File: src/rtl/noise_cdf_loader.sv
// Streams 128 PMF weights into a running CDF and writes it into the noise generator's table.
// Optional macro NOISE_CDF_LOADER_SAT_EN: saturate the CDF at all-ones instead of wrapping.
module noise_cdf_loader #(
  parameter int NUM_BINS    = 128,
  parameter int DATA_W      = 64,
  parameter int TAIL_CYCLES = 1
) (
  input  logic              clk,
  input  logic              rstn,
  input  logic              start,
  input  logic [DATA_W-1:0] pmf_data,
  input  logic              pmf_valid,
  output logic              pmf_ready,
  output logic [DATA_W-1:0] mem_data,
  output logic [7:0]        location,
  output logic              load_mem,
  output logic              busy,
  output logic              done,
  output logic              overflow,
  output logic [7:0]        entry_count
);

  typedef enum logic [1:0] {
    IDLE  = 2'd0,
    ACCUM = 2'd1,
    TAIL  = 2'd2,
    DONE  = 2'd3
  } state_t;

  localparam logic [7:0] LAST_IDX = 8'(NUM_BINS - 1);
  localparam logic [7:0] TAIL_LEN = 8'(TAIL_CYCLES);

  state_t            state_r, state_s;
  logic [DATA_W-1:0] acc_r, acc_s;
  logic [DATA_W-1:0] mem_data_r, mem_data_s;
  logic [7:0]        index_r, index_s;
  logic [7:0]        location_r, location_s;
  logic [7:0]        entry_count_r, entry_count_s;
  logic [7:0]        tail_cnt_r, tail_cnt_s;
  logic              load_mem_r, load_mem_s;
  logic              overflow_r, overflow_s;
  logic              xfer_s;
  logic [DATA_W:0]   add_s;

  // Top bit is the carry out; the low DATA_W bits are the next CDF value.
  function automatic logic [DATA_W:0] cdf_add(input logic [DATA_W-1:0] a,
                                              input logic [DATA_W-1:0] b);
    logic [DATA_W:0] sum;
    sum = {1'b0, a} + {1'b0, b};
`ifdef NOISE_CDF_LOADER_SAT_EN
    if (sum[DATA_W]) begin
      sum = {1'b1, {DATA_W{1'b1}}};
    end else begin
      sum = sum;
    end
`endif
    return sum;
  endfunction

  assign pmf_ready   = (state_r == ACCUM);
  assign busy        = (state_r == ACCUM) || (state_r == TAIL);
  assign done        = (state_r == DONE);
  assign mem_data    = mem_data_r;
  assign location    = location_r;
  assign load_mem    = load_mem_r;
  assign overflow    = overflow_r;
  assign entry_count = entry_count_r;

  assign xfer_s = pmf_valid && (state_r == ACCUM);
  assign add_s  = cdf_add(acc_r, pmf_data);

  // Next-state and next-output decode.
  always_comb begin
    state_s       = state_r;
    acc_s         = acc_r;
    mem_data_s    = mem_data_r;
    index_s       = index_r;
    location_s    = location_r;
    entry_count_s = entry_count_r;
    tail_cnt_s    = tail_cnt_r;
    load_mem_s    = 1'b0;
    overflow_s    = overflow_r;
    case (state_r)
      IDLE, DONE: begin
        if (start) begin
          state_s       = ACCUM;
          acc_s         = {DATA_W{1'b0}};
          index_s       = 8'd0;
          entry_count_s = 8'd0;
          overflow_s    = 1'b0;
        end else begin
          state_s = state_r;
        end
      end
      ACCUM: begin
        if (xfer_s) begin
          acc_s         = add_s[DATA_W-1:0];
          mem_data_s    = add_s[DATA_W-1:0];
          location_s    = index_r;
          load_mem_s    = 1'b1;
          index_s       = index_r + 8'd1;
          entry_count_s = entry_count_r + 8'd1;
          overflow_s    = overflow_r | add_s[DATA_W];
          tail_cnt_s    = 8'd0;
          if (index_r == LAST_IDX) begin
            state_s = TAIL;
          end else begin
            state_s = ACCUM;
          end
        end else begin
          state_s = ACCUM;
        end
      end
      // First TAIL cycle shows the last entry's strobe; TAIL_LEN more strobes follow.
      TAIL: begin
        if (tail_cnt_r == TAIL_LEN) begin
          state_s = DONE;
        end else begin
          load_mem_s = 1'b1;
          tail_cnt_s = tail_cnt_r + 8'd1;
        end
      end
      default: begin
        state_s = IDLE;
      end
    endcase
  end

  // State and output registers.
  always_ff @(posedge clk or negedge rstn) begin
    if (!rstn) begin
      state_r       <= IDLE;
      acc_r         <= {DATA_W{1'b0}};
      mem_data_r    <= {DATA_W{1'b0}};
      index_r       <= 8'd0;
      location_r    <= 8'd0;
      entry_count_r <= 8'd0;
      tail_cnt_r    <= 8'd0;
      load_mem_r    <= 1'b0;
      overflow_r    <= 1'b0;
    end else begin
      state_r       <= state_s;
      acc_r         <= acc_s;
      mem_data_r    <= mem_data_s;
      index_r       <= index_s;
      location_r    <= location_s;
      entry_count_r <= entry_count_s;
      tail_cnt_r    <= tail_cnt_s;
      load_mem_r    <= load_mem_s;
      overflow_r    <= overflow_s;
    end
  end

endmodule

File: config.mk
export PLATFORM = sky130hd
export DESIGN_NAME = noise_cdf_loader
export DESIGN_NICKNAME = d
export VERILOG_FILES = /design/src/rtl/noise_cdf_loader.sv
export SDC_FILE = /design/constraint.sdc
export NUM_CORES = 1
export LEC_CHECK = 0
export ABC_CLOCK_PERIOD_IN_PS = 7800
export BUFFER_PORTS_ARGS = -buffer_cell sky130_fd_sc_hd__buf_2
export CAP_MARGIN = 0
export CORE_ASPECT_RATIO = 0.7
export CORE_MARGIN = 2
export CORE_UTILIZATION = 38
export CTS_CLUSTER_SIZE = 30
export DETAILED_ROUTE_END_ITERATION = 10
export SKIP_LAST_GASP = 1
export SLEW_MARGIN = 20
export SYNTH_ARGS = -nofsm -noshare
export SYNTH_HDL_FRONTEND = slang
export SYNTH_SLANG_ARGS = --single-unit
export TNS_END_PERCENT = 30
File: constraint.sdc
create_clock -name clk -period 7.8 [get_ports clk]
set_input_delay 0.78 -clock clk [delete_from_list [all_inputs] [get_ports clk]]
set_output_delay 0.78 -clock clk [all_outputs]
set_load 0.03 [all_outputs]
==> metrics, run 1 <==
Non-Filler Instances=1620; Die W=approximately 200 um; Worst EP required=roughly 8.1 ns; gr usage total=around 21%; CTS HTree Levels=4; DRT iter0 DRCs=617; IO buf count=between 150 and 200; WP buf/inv=2; worst reg2reg startpoint=acc_r[0]; Syn Area/Cell=9.08 sq um; max incr delay on CP=between 0.6 and 0.7 ns; Setup CP Type=input pin to flip-flop; # hold bufs at CTS=0; area delta synth->final=16.0%; IO Count=around 150; CP Max Fanout=3; clk slew on worst S/H paths=~0.06 ns; synth unique cells=a little over 70; CP dominant cell by count=a21oi_1; Die Ht=~140 um; root buffer cell=clkbuf_16; minimum clock period after layout=3.67 ns; hpwl dp=between 20000 and 25000 um; drt drc=0; FF-to-FF path depth=12; RSZ-0062 raised after global routing=no; post-detailed-route count of antenna-violating nets=0; Pwr Density=~460 mW/mm^2; vias in the first global route=approximately 8.6k; Seq/Total Area, Yosys=40.2%; CTS Buf Count=17; wire per inst=approximately 18 um; synth top area cells=dfrtp_1, ha_1, nand2_1; Final setup viols=0; Row Count=50; initial antenna violation count=0; Max Slew Vio Count=0; Worst Max-Slew Pin Slew=just over 0.9 ns; clk_lat worst skew=around 0.45 ns; Crit. Startpoint=pmf_data[0]; Post-Place Setup Slack=3.76 ns; final WL=slightly below 30000 um; largest net degree at the start of global routing=between 60 and 70; YS warnings=0; Post-synth EDFFs=0; Peak VDD IR=about 180 uV; setup slack, reg-to-reg=approximately 4.1 ns; Mapped Cells=approximately 1.1k; first-pass GRT wire length=~47000 um; period utilization=about 47%; fmax=roughly 0.27 GHz; predominant post-synthesis flop cell=dfrtp_1; setup ws final=around 4.1 ns; final-stage net count=approximately 1.4k; fraction of layout cells with a size suffix above 1=between 15 and 20%; total number of vias=roughly 8.9k; Starting Density=about 38%; Final Util=44.6%; endpoints failing hold=0; r2r endpoint=mem_data[48]; area of the core=roughly 0.027 sq mm; Synth async-reset ratio=100%; Slew HR=~39%; grt ovf=0; via-per-instance ratio=between 5 and 6; clock sink count=~160; # diodes=0; CTS tree=done; crit path max-delay cell type=o31ai_1; Clock Path Buffers=2; Post-CTS Resized=0; status=finished, final reports clean; top-area cell type share of the netlist area=roughly two fifths; 1st-pass router iterations=5; Leakage=~5.7 nW; netlist area before placement=between 0.01 and 0.015 sq mm; max_cap viols=0; Worst setup EP type=flip-flop; flip-flop and latch count after synthesis=roughly 160; Non-Filler Cell Area, Final=around 0.012 sq mm; worst-path cell chain=buf_2 > ha_1 > inv_1 > fa_1 > nand2b_1 > a21oi_1 > o211ai_1 > a21oi_1 > a211oi_2 > o31ai_1 > a211oi_1 > xnor2_1 > mux2_2; syn nets=~1.3k; CP startpoint kind=input pin; largest area contributor in the netlist=dfrtp_1; CP top delay family=compound AO/OA/AOI/OAI gates; post-CTS setup buffer count=0; Die ar.=between 0.02 and 0.03 sq mm; final setup TNS=0 ns; GP Congestion=roughly 0.91; placed insts=1591; Hold WC Path Type=input pin to asynchronous set/reset pin; critical path data arrival time=4.00 ns; area of placed instances=~0.011 sq mm; Clock Skews=roughly 0.011 ns
state kept, by name, indices dropped and copies added, names as in the netlist:
name         flops
load_mem         1
overflow         1
location         8
state_r          2
index_r          8
acc_r           64
entry_count      8
tail_cnt_r       8
mem_data        64
worst register-to-register path, stage by stage, from the launching register on:
cell and delay [ns]:
dfrtp_1 0.38, ha_1 0.19, inv_1 0.06, fa_1 0.39, nand2b_1 0.18, a21oi_1 0.25
o211ai_1 0.19, a21oi_1 0.43, a211oi_2 0.22, o31ai_1 0.63, a211oi_1 0.20, xnor2_1 0.17
mux2_2 0.27
cell usage after synthesis, types with 4 or more instances:
master    instances
o21bai_1         12
and3_1            9
ha_1             71
nor2b_1           4
o21a_1           10
a221oi_1          4
dfrtp_1         164
nand2b_1          8
nor4_1            4
nor3_1           12
a22o_1           51
a31oi_1           8
nor2_1           77
xor2_1           35
clkbuf_1         47
xnor2_1          37
inv_1            21
mux2i_1           4
o31ai_1          12
nand2_1         201
buf_1             4
o211ai_1          8
a21o_1           32
a211oi_1          7
a21oi_1          81
nand3_1          19
mux2_2           22
buf_2             6
nand4_1          25
or3_1             4
a21boi_0          5
o21ai_0          66
layer usage:
metal | vias up | wire (um) | global-route usage (%)
met4 | 0 | 312 | 4.64
met3 | 28 | 1700 | 5.72
met5 | - | 0 | 0
met1 | 4296 | 15700 | 33.2
li1 | 4309 | - | -
met2 | 248 | 11800 | 29.5
layout make-up:
| class | instances | area [sq um] |
|---|---|---|
| Timing Repair Buffer | 158 | 812 |
| Sequential cell | 164 | 4100 |
| Clock inverter | 9 | 134 |
| Tap cell | 364 | 455 |
| Fill cell | 2637 | 14700 |
| Clock buffer | 20 | 437 |
| Inverter | 21 | 78.8 |
| Multi-Input combinational cell | 884 | 5840 |
per-stage QoR:
stage                     power [mW]  hold slack [ns]
after global routing            5.83            0.255
after floorplan                 3.74            0.453
after detailed placement        4.54            0.457
after global placement          4.51            0.454
final                           5.41            0.250
after CTS                       5.43            0.252
report_power, final:
group,switching (mW),leakage (nW),total (mW),internal [mW]
Combinational,1.94,3.38,3.09,1.15
Clock,0.354,0.264,0.852,0.497
Sequential,0.232,2.02,1.47,1.24
Total,2.53,5.66,5.41,2.89
cells by family (layout without fill, tap and decap cells):
kind of cell / Yosys count / count (layout) / synth area share, %
compound gates: 336 / 336 / 22.8
xor+xnor: 72 / 72 / 6.17
fa+ha+maj: 72 / 72 / 8.89
buf+inv: 78 / 208 / 2.94
flops: 164 / 164 / 40.2
mux: 26 / 26 / 2.82
simple gates: 378 / 378 / 16.2
cell usage in the layout, fill, tap and decap left out, types with 4 or more instances in the layout:
cell type / instances
nor2_1: 75
nor4_1: 4
o211ai_1: 8
o21ai_0: 66
or3_1: 4
o21bai_1: 12
dfrtp_1: 164
a21o_1: 32
ha_1: 71
o21a_1: 10
o31ai_1: 12
nand4_1: 25
a21oi_1: 81
a22o_1: 51
xor2_1: 35
inv_1: 21
xnor2_1: 37
nand2b_1: 7
nand3_1: 19
clkinvlp_4: 4
nand2_1: 200
buf_4: 6
nor3_1: 12
and3_1: 9
nor2b_1: 4
mux2i_1: 4
a221oi_1: 4
mux2_2: 22
a21boi_0: 5
buf_2: 151
a211oi_1: 7
clkbuf_16: 17
a31oi_1: 8
how the worst max path moves through the flow:
stage | end | cells after the start
floorplan | acc_r[54] | 10
global placement | mem_data[60] | 13
detailed placement | mem_data[48] | 13
CTS | mem_data[48] | 12
global route | mem_data[60] | 12
finish | mem_data[48] | 13
No activity file was read; power rests on OpenSTA's default activity.
==> run 2: changes to the inputs <==
Settings changed: ABC_AREA from default to 1, ABC_CLOCK_PERIOD_IN_PS 7800 to 3450.
Clock period 7.8 ns to 3.45 ns, I/O delays scaled along.
==> run 2 against run 1 <==
Area after synthesis increased by 22%. Sequential share of layout area decreased by 6.1 points. Global-route usage grew 3.8 points. Sequential power grew 130%. Combinational power increased to 2.8 times the previous value. Worst setup slack got worse by 3.2 ns. Cell area is 21% higher. Total power rose to 2.6 times the previous value. Die area is 22% higher. Via count up 41%. First-iteration DRC count rose by 93%. Critical endpoint is now mem_data[61]. Largest power group unchanged.
==> metrics, run 2 <==
status=finished, final reports clean (unchanged); area delta synth->final=15.0% (was 16.0%); setup slack, reg-to-reg=0.90 ns (was 4.14 ns); IO buf count=152 (unchanged); synth top area cells=dfrtp_1, nand2_1, inv_1 (was dfrtp_1, ha_1, nand2_1); area of the core=0.0323 sq mm (was 0.0266 sq mm); Synth async-reset ratio=100% (unchanged); crit path max-delay cell type=a21oi_1 (was o31ai_1); clock share of power=13.9% (was 15.7%); worst-path cell chain=ha_1 > nand2_1 > inv_1 > nand2_1 > inv_1 > nand2_1 > inv_1 > nand2_1 > nand2_1 > a21oi_1 > nand3_1 > nand3_1 > nand2_1 (was buf_2 > ha_1 > inv_1 > fa_1 > nand2b_1 > a21oi_1 > o211ai_1 > a21oi_1 > a211oi_2 > o31ai_1 > a211oi_1 > xnor2_1 > mux2_2); Die Ht=156 um (was 141 um); Seq pwr share=23.8% (was 27.1%); CP dominant cell by count=nand2_1 (was a21oi_1); most frequent cells in the layout=nand2_1, inv_1, dfrtp_1 (was nand2_1, dfrtp_1, buf_2); synth unique cells=38 (was 71); Seq/Total Area, Yosys=32.8% (was 40.2%); period utilization=roughly three quarters; CP startpoint kind=flip-flop (was input pin); IO Count=153 (unchanged); drt drc=0 (unchanged); post-detailed-route count of antenna-violating nets=0 (unchanged); Post-synth top cells=nand2_1, inv_1, dfrtp_1 (was nand2_1, dfrtp_1, a21oi_1); GP Congestion=0.970 (was 0.914); GR Layer Usage met3=5.16% (was 5.72%); Setup CP Type=flip-flop to flip-flop (was input pin to flip-flop); Non-Filler Instances=2599 (was 1620); DRT iter0 DRCs=1193 (was 617); most frequent cell after synthesis=nand2_1 (unchanged); Worst Max-Slew Pin Slew=0.707 ns (was 0.908 ns); Combinational Power Share=62.3% (was 57.1%); largest area contributor in the netlist=dfrtp_1 (unchanged); Worst setup EP type=flip-flop (unchanged); Die W=221 um (was 200 um); Net Sw Frac=54.9% (was 46.7%); Mapped Cells=2009 (was 1126); Max Slew Vio Count=0 (unchanged); max_cap viols=0 (unchanged); predominant post-synthesis flop cell=dfrtp_1 (unchanged); Starting Density=38.7% (was 38.4%); CTS HTree Levels=4 (unchanged); first-pass GRT wire length=66200 um (was 46900 um); clock sink count=164 (unchanged); Die ar.=0.0344 sq mm (was 0.0282 sq mm); r2r endpoint=mem_data[61] (was mem_data[48]); Post-synth EDFFs=0 (unchanged); final-stage net count=2299 (was 1386); wire per inst=16.5 um (was 18.2 um); final setup TNS=0 ns (unchanged); gr usage total=25.3% (was 21.5%); via-per-instance ratio=4.83 (was 5.48); CTS Buf Count=17 (unchanged); Pwr Density=982 mW/mm^2 (was 457 mW/mm^2); worst reg2reg startpoint=acc_r[40] (was acc_r[0]); NetSw=7.76 mW (was 2.53 mW); Hold WC Path Type=input pin to flip-flop (was input pin to asynchronous set/reset pin); layer with the highest usage=met1 (unchanged); Post-Place Setup Slack=0.906 ns (was 3.76 ns); setup ws final=0.899 ns (was 4.13 ns); largest net degree at the start of global routing=73 (was 68); Final setup viols=0 (unchanged); Worst EP required=3.80 ns (was 8.13 ns); netlist area before placement=0.0125 sq mm (was 0.0102 sq mm); vias in the first global route=11.6k (was 8589); RSZ-0062 raised after global routing=no (unchanged); Row Count=55 (was 50); Leakage=8.55 nW (was 5.66 nW); commonest non-fill, non-tap cell in the layout=nand2_1 (unchanged); Clock Path Buffers=2 (unchanged); 1st-pass router iterations=5 (unchanged); clk_lat worst skew=0.47 ns (was 0.45 ns); fraction of layout cells with a size suffix above 1=12.1% (was 17.9%); Syn Area/Cell=6.23 sq um (was 9.08 sq um); critical path data arrival time=2.90 ns (was 4.00 ns); # diodes=0 (unchanged); placed insts=2566 (was 1591); Int Power=6.38 mW (was 2.89 mW); total number of vias=12.5k (was 8881); global-route track usage on met2=33.8% (was 29.5%); initial antenna violation count=0 (unchanged); endpoints failing hold=0 (unchanged); Slew HR=52.9% (was 39.5%); Peak VDD IR=591 uV (was 181 uV); FF-to-FF path depth=13 (was 12); M1 GR Usage=41.2% (was 33.2%); clk slew on worst S/H paths=0.08 ns (was 0.06 ns); final WL=42900 um (was 29500 um); grt ovf=0 (unchanged); Crit. Startpoint=acc_r[40] (was pmf_data[0]); CP Max Fanout=5 (was 3); top-area cell type share of the netlist area=32.8% (was 40.2%); crit path capture=mem_data[61] (was mem_data[48]); minimum clock period after layout=between 2 and 3 ns; CTS tree=done (unchanged); syn nets=2149 (was 1266); flip-flop and latch count after synthesis=164 (unchanged); max incr delay on CP=0.43 ns (was 0.63 ns); hpwl dp=34800 um (was 21700 um); fmax=between 0.3 and 0.4 GHz; YS warnings=0 (unchanged); Clock Skews=0.0185 ns (was 0.0111 ns); root buffer cell=clkbuf_16 (unchanged)
run 2: cell types whose count changed after synthesis, moves of 25 or more:
| cell | change |
|---|---|
| a21o_1 | -32 |
| a22o_1 | -50 |
| clkbuf_1 | -32 |
| inv_1 | +352 |
| nand2_1 | +683 |
| nand2_2 | +25 |
| nand3_1 | +97 |
run 2: final cells by class:
type                    count  area [sq um]
flip-flops and latches    164          4100
well taps                 427           534
repair buffers            161           850
multi-input cells        1434          6870
inverters                 381          1430
clock inverters            15           179
fillers                  3456         18000
clock buffers              17           425
run 2: metal layers:
layer / routed length, um / part of all wire (%)
met5: 0 / 0
met4: 300 / 0.70
met3: 3310 / 7.7
met2: 15900 / 37
met1: 23400 / 54
run 2: repair_timing:
action                    in CTS  in global routing
gates resized for setup        0                  0
hold buffers                   1                  0
buffers inserted               0                  0
hold endpoints to repair      43                  0
run 2: cells by family after synthesis:
kind of cell,Yosys count,share of synthesized area (%)
fa+ha+maj,72,7.26
compound gates,133,5.59
xor+xnor,30,2.22
buf+inv,411,12.5
simple gates,1199,39.7
flops,164,32.8
run 2: how the worst min path moves through the flow:
stage | start | slack (ns) | endpoint | cells past startpoint
finish | pmf_data[0] | 0.22 | mem_data[0] | 4
global route | pmf_data[0] | 0.21 | mem_data[0] | 4
CTS | pmf_data[0] | 0.20 | mem_data[0] | 4
detailed placement | rstn | 0.32 | state_r[1] | 1
global placement | rstn | 0.31 | tail_cnt_r[0] | 1
floorplan | rstn | 0.05 | acc_r[0] | 0
run 2: critical path: cells and delay by family (launching register included):
kind	cells	cell delay [ns]
adders and majority gates	1	0.41
and+or+nand+nor	8	1.01
AOI/OAI and AO/OA	1	0.43
buffers and inverters	3	0.22
DFF	1	0.38
run 2: through the flow:
step                hold slack (ns)  total power, mW  util (%)  cell area [sq um]
detailed placement            0.317             12.1      42.6              13800
global route                  0.211             15.4      44.5              14400
global placement              0.309             12.0      42.6              13800
floorplan                    0.0494             9.40         -              12500
CTS                           0.202             14.1      44.5              14400
finish                        0.221             14.1      44.5              14400
run 2: power groups by stage:
stage / Clock [mW] / Combinational, mW / Sequential, mW
CTS: 2.01 / 8.71 / 3.37
global route: 2.08 / 9.79 / 3.49
detailed placement: 0 / 8.66 / 3.39
finish: 1.96 / 8.80 / 3.37
global placement: 0 / 8.58 / 3.38
floorplan: 0 / 5.16 / 4.24
==> run 3: changes to the inputs <==
Settings changed: ABC_AREA 1 to 0, ABC_CLOCK_PERIOD_IN_PS 3450 to 2400.
Clock period 3.45 ns to 2.4 ns, I/O delays scaled along.
==> run 3 against run 2 <==
The flow now finishes with violations (negative setup slack). Clock skew decreased by 0.0037 ns. Sequential share of layout area fell by 0.67 points. Sequential power grew 44%. Die area down 18%. Non-clock buffer count increased by 255. Combinational power grew 60%. Via count is 20% lower. Largest cell class unchanged. Global-route usage fell by 1.6 points. Highest routed layer unchanged. Register-to-register slack got worse by 1.5 ns.
==> metrics, run 3 (synthesized netlist as in run 1, its figures left out) <==
hpwl dp=24200 um (was 34800 um); IO Count=153 (unchanged); max_cap viols=0 (unchanged); Worst setup EP type=flip-flop (unchanged); r2r endpoint=acc_r[54] (was mem_data[61]); wire per inst=17.4 um (was 16.5 um); total number of vias=10.0k (was 12.5k); GP Congestion=0.923 (was 0.970); IO buf count=152 (unchanged); 1st-pass router iterations=5 (unchanged); CP Max Fanout=3 (was 5); RSZ-0062 raised after global routing=yes (was no); failing checks=negative setup slack; root buffer cell=clkbuf_16 (unchanged); Min-Delay Path Depth=4 (unchanged); Non-Filler Instances=1881 (was 2599); Int Power=12.1 mW (was 6.38 mW); period utilization=125% (was 74.0%); Die Ht=141 um (was 156 um); post-detailed-route count of antenna-violating nets=0 (unchanged); area delta synth->final=44.2% (was 15.0%); NetSw=9.73 mW (was 7.76 mW); worst reg2reg startpoint=acc_r[33] (was acc_r[40]); clock sink count=164 (unchanged); layout filler cell count=2418 (was 3456); setup ws final=-0.597 ns (was 0.899 ns); Worst Max-Slew Pin Slew=0.753 ns (was 0.707 ns); initial antenna violation count=0 (unchanged); critical path data arrival time=3.33 ns (was 2.90 ns); Seq pwr share=22.2% (was 23.8%); placed insts=1817 (was 2566); grt ovf=0 (unchanged); hold_sp=pmf_data[0] (unchanged); Pwr Density=1480 mW/mm^2 (was 982 mW/mm^2); minimum clock period after layout=3.00 ns (was 2.55 ns); Row Count=50 (was 55); Final Util=55.4% (was 44.5%); first-pass GRT wire length=52200 um (was 66200 um); vias in the first global route=9620 (was 11.6k); Leakage=7.14 nW (was 8.55 nW); fraction of layout cells with a size suffix above 1=38.1% (was 12.1%); CP startpoint kind=flip-flop (unchanged); Hold WC Path Type=input pin to flip-flop (unchanged); CTS Buf Count=17 (unchanged); CTS HTree Levels=4 (unchanged); Clock Skews=0.0148 ns (was 0.0185 ns); clk slew on worst S/H paths=0.07 ns (was 0.08 ns); status=complete, but fails checks (was finished, final reports clean); final WL=32800 um (was 42900 um); Setup CP Type=flip-flop to flip-flop (unchanged); Worst EP required=2.73 ns (was 3.80 ns); Max Slew Vio Count=0 (unchanged); Slew HR=49.3% (was 52.9%); FF-to-FF path depth=11 (was 13); area of the core=0.0266 sq mm (was 0.0323 sq mm); Die ar.=0.0282 sq mm (was 0.0344 sq mm); Peak VDD IR=702 uV (was 591 uV); CTS tree=done (unchanged); Hold Crit Endpoint=mem_data[0] (unchanged); drt drc=0 (unchanged); fmax=0.334 GHz (was 0.392 GHz); Net Sw Frac=44.6% (was 54.9%); setup slack, reg-to-reg=-0.60 ns (was 0.90 ns); # diodes=0 (unchanged); largest net degree at the start of global routing=59 (was 73); Combinational Power Share=64.8% (was 62.3%); via-per-instance ratio=5.32 (was 4.83); clock share of power=13.0% (was 13.9%); Die W=200 um (was 221 um); final-stage net count=1644 (was 2299); clk_lat worst skew=0.45 ns (was 0.47 ns); commonest non-fill, non-tap cell in the layout=buf_4 (was nand2_1); endpoints failing hold=0 (unchanged); DRT iter0 DRCs=526 (was 1193); Clock Path Buffers=2 (unchanged); most frequent cells in the layout=buf_4, nand2_1, dfrtp_1 (was nand2_1, inv_1, dfrtp_1); Final setup viols=94 (was 0); gr usage total=23.7% (was 25.3%); Starting Density=38.4% (was 38.7%)
==> run 3: cell count changes in the layout (fill, tap and decap cells not counted), moves of 15 or more <==
cell | before | now
buf_4 | 7 | 240
a21o_1 | 0 | 32
nand2_1 | 883 | 195
nand3_1 | 116 | 17
mux2_2 | 0 | 17
buf_6 | 1 | 18
nand4_1 | 7 | 25
xor2_1 | 13 | 30
nand2_2 | 25 | 5
inv_1 | 373 | 20
xnor2_1 | 15 | 32
a22o_1 | 1 | 51
nor2_1 | 96 | 72
ha_1 | 71 | 56
==> run 3: layout make-up <==
cell class | count | area (sq um) | area share, %
multi-input combinational | 884 | 6630 | 45.0
tap | 364 | 455 | 3.09
clock buffer | 18 | 429 | 2.91
inverter | 21 | 78.8 | 0.535
clock inverter | 14 | 151 | 1.03
sequential | 164 | 4100 | 27.9
timing repair buffer | 416 | 2890 | 19.6
==> run 3: per-layer routing <==
metal	vias to the layer above	GRT usage, %	wire length, um
li1	4827	-	-
met1	4902	36.7	17000
met2	256	33.7	13800
met3	24	4.47	1670
met4	0	5.54	349
met5	-	0	0
==> run 3: repair_timing <==
action | in CTS | in global routing
pin swaps | 56 | 38
endpoints found under the hold margin | 51 | 0
hold buffers | 1 | 0
resized for setup | 111 | 37
setup endpoints to repair | 100 | 105
cloned | 0 | 0
setup buffers | 24 | 10
==> run 3: stage by stage <==
| step | setup WS, ns | hold WS [ns] | setup TNS, ns | area (sq um) | power [mW] |
|---|---|---|---|---|---|
| global placement | -0.685 | 0.250 | -37.53 | 13100 | 17.1 |
| detailed placement | -0.712 | 0.244 | -40.81 | 13100 | 17.2 |
| CTS | -0.638 | 0.176 | -29.87 | 14500 | 21.3 |
| floorplan | -0.449 | -0.0556 | -8.78 | 10300 | 12.3 |
| global route | -0.720 | 0.197 | -45.03 | 14700 | 23.3 |
| finish | -0.597 | 0.175 | -30.91 | 14700 | 21.8 |
==> run 3: how the worst max path moves through the flow <==
stage | startpoint | to | slack [ns]
3_3_place_gp | pmf_data[0] | mem_data[48] | -0.68
6_report | acc_r[33] | acc_r[54] | -0.60
2_1_floorplan | acc_r[27] | acc_r[54] | -0.45
3_5_place_dp | pmf_data[0] | acc_r[54] | -0.71
4_1_cts | acc_r[33] | acc_r[54] | -0.64
5_1_grt | acc_r[33] | acc_r[58] | -0.72
==> run 3: power by group through the flow <==
stage / Sequential [mW] / Clock (mW) / Combinational [mW]
2_1_floorplan: 5.95 / 0 / 6.36
3_3_place_gp: 4.78 / 0 / 12.3
3_5_place_dp: 4.83 / 0 / 12.4
4_1_cts: 4.84 / 2.88 / 13.6
5_1_grt: 5.01 / 3.00 / 15.3
6_report: 4.85 / 2.83 / 14.1
==> run 3: worst max-delay path, stage by stage, from the launching register on <==
cell      delay (ns)
dfrtp_1         0.41
ha_4            0.23
a21o_1          0.16
o21ba_4         0.22
nor3_2          0.03
or4b_4          0.54
a221oi_4        0.28
o21ai_4         0.12
buf_6           0.13
a31o_4          0.21
or3_4           0.32
a32o_1          0.22
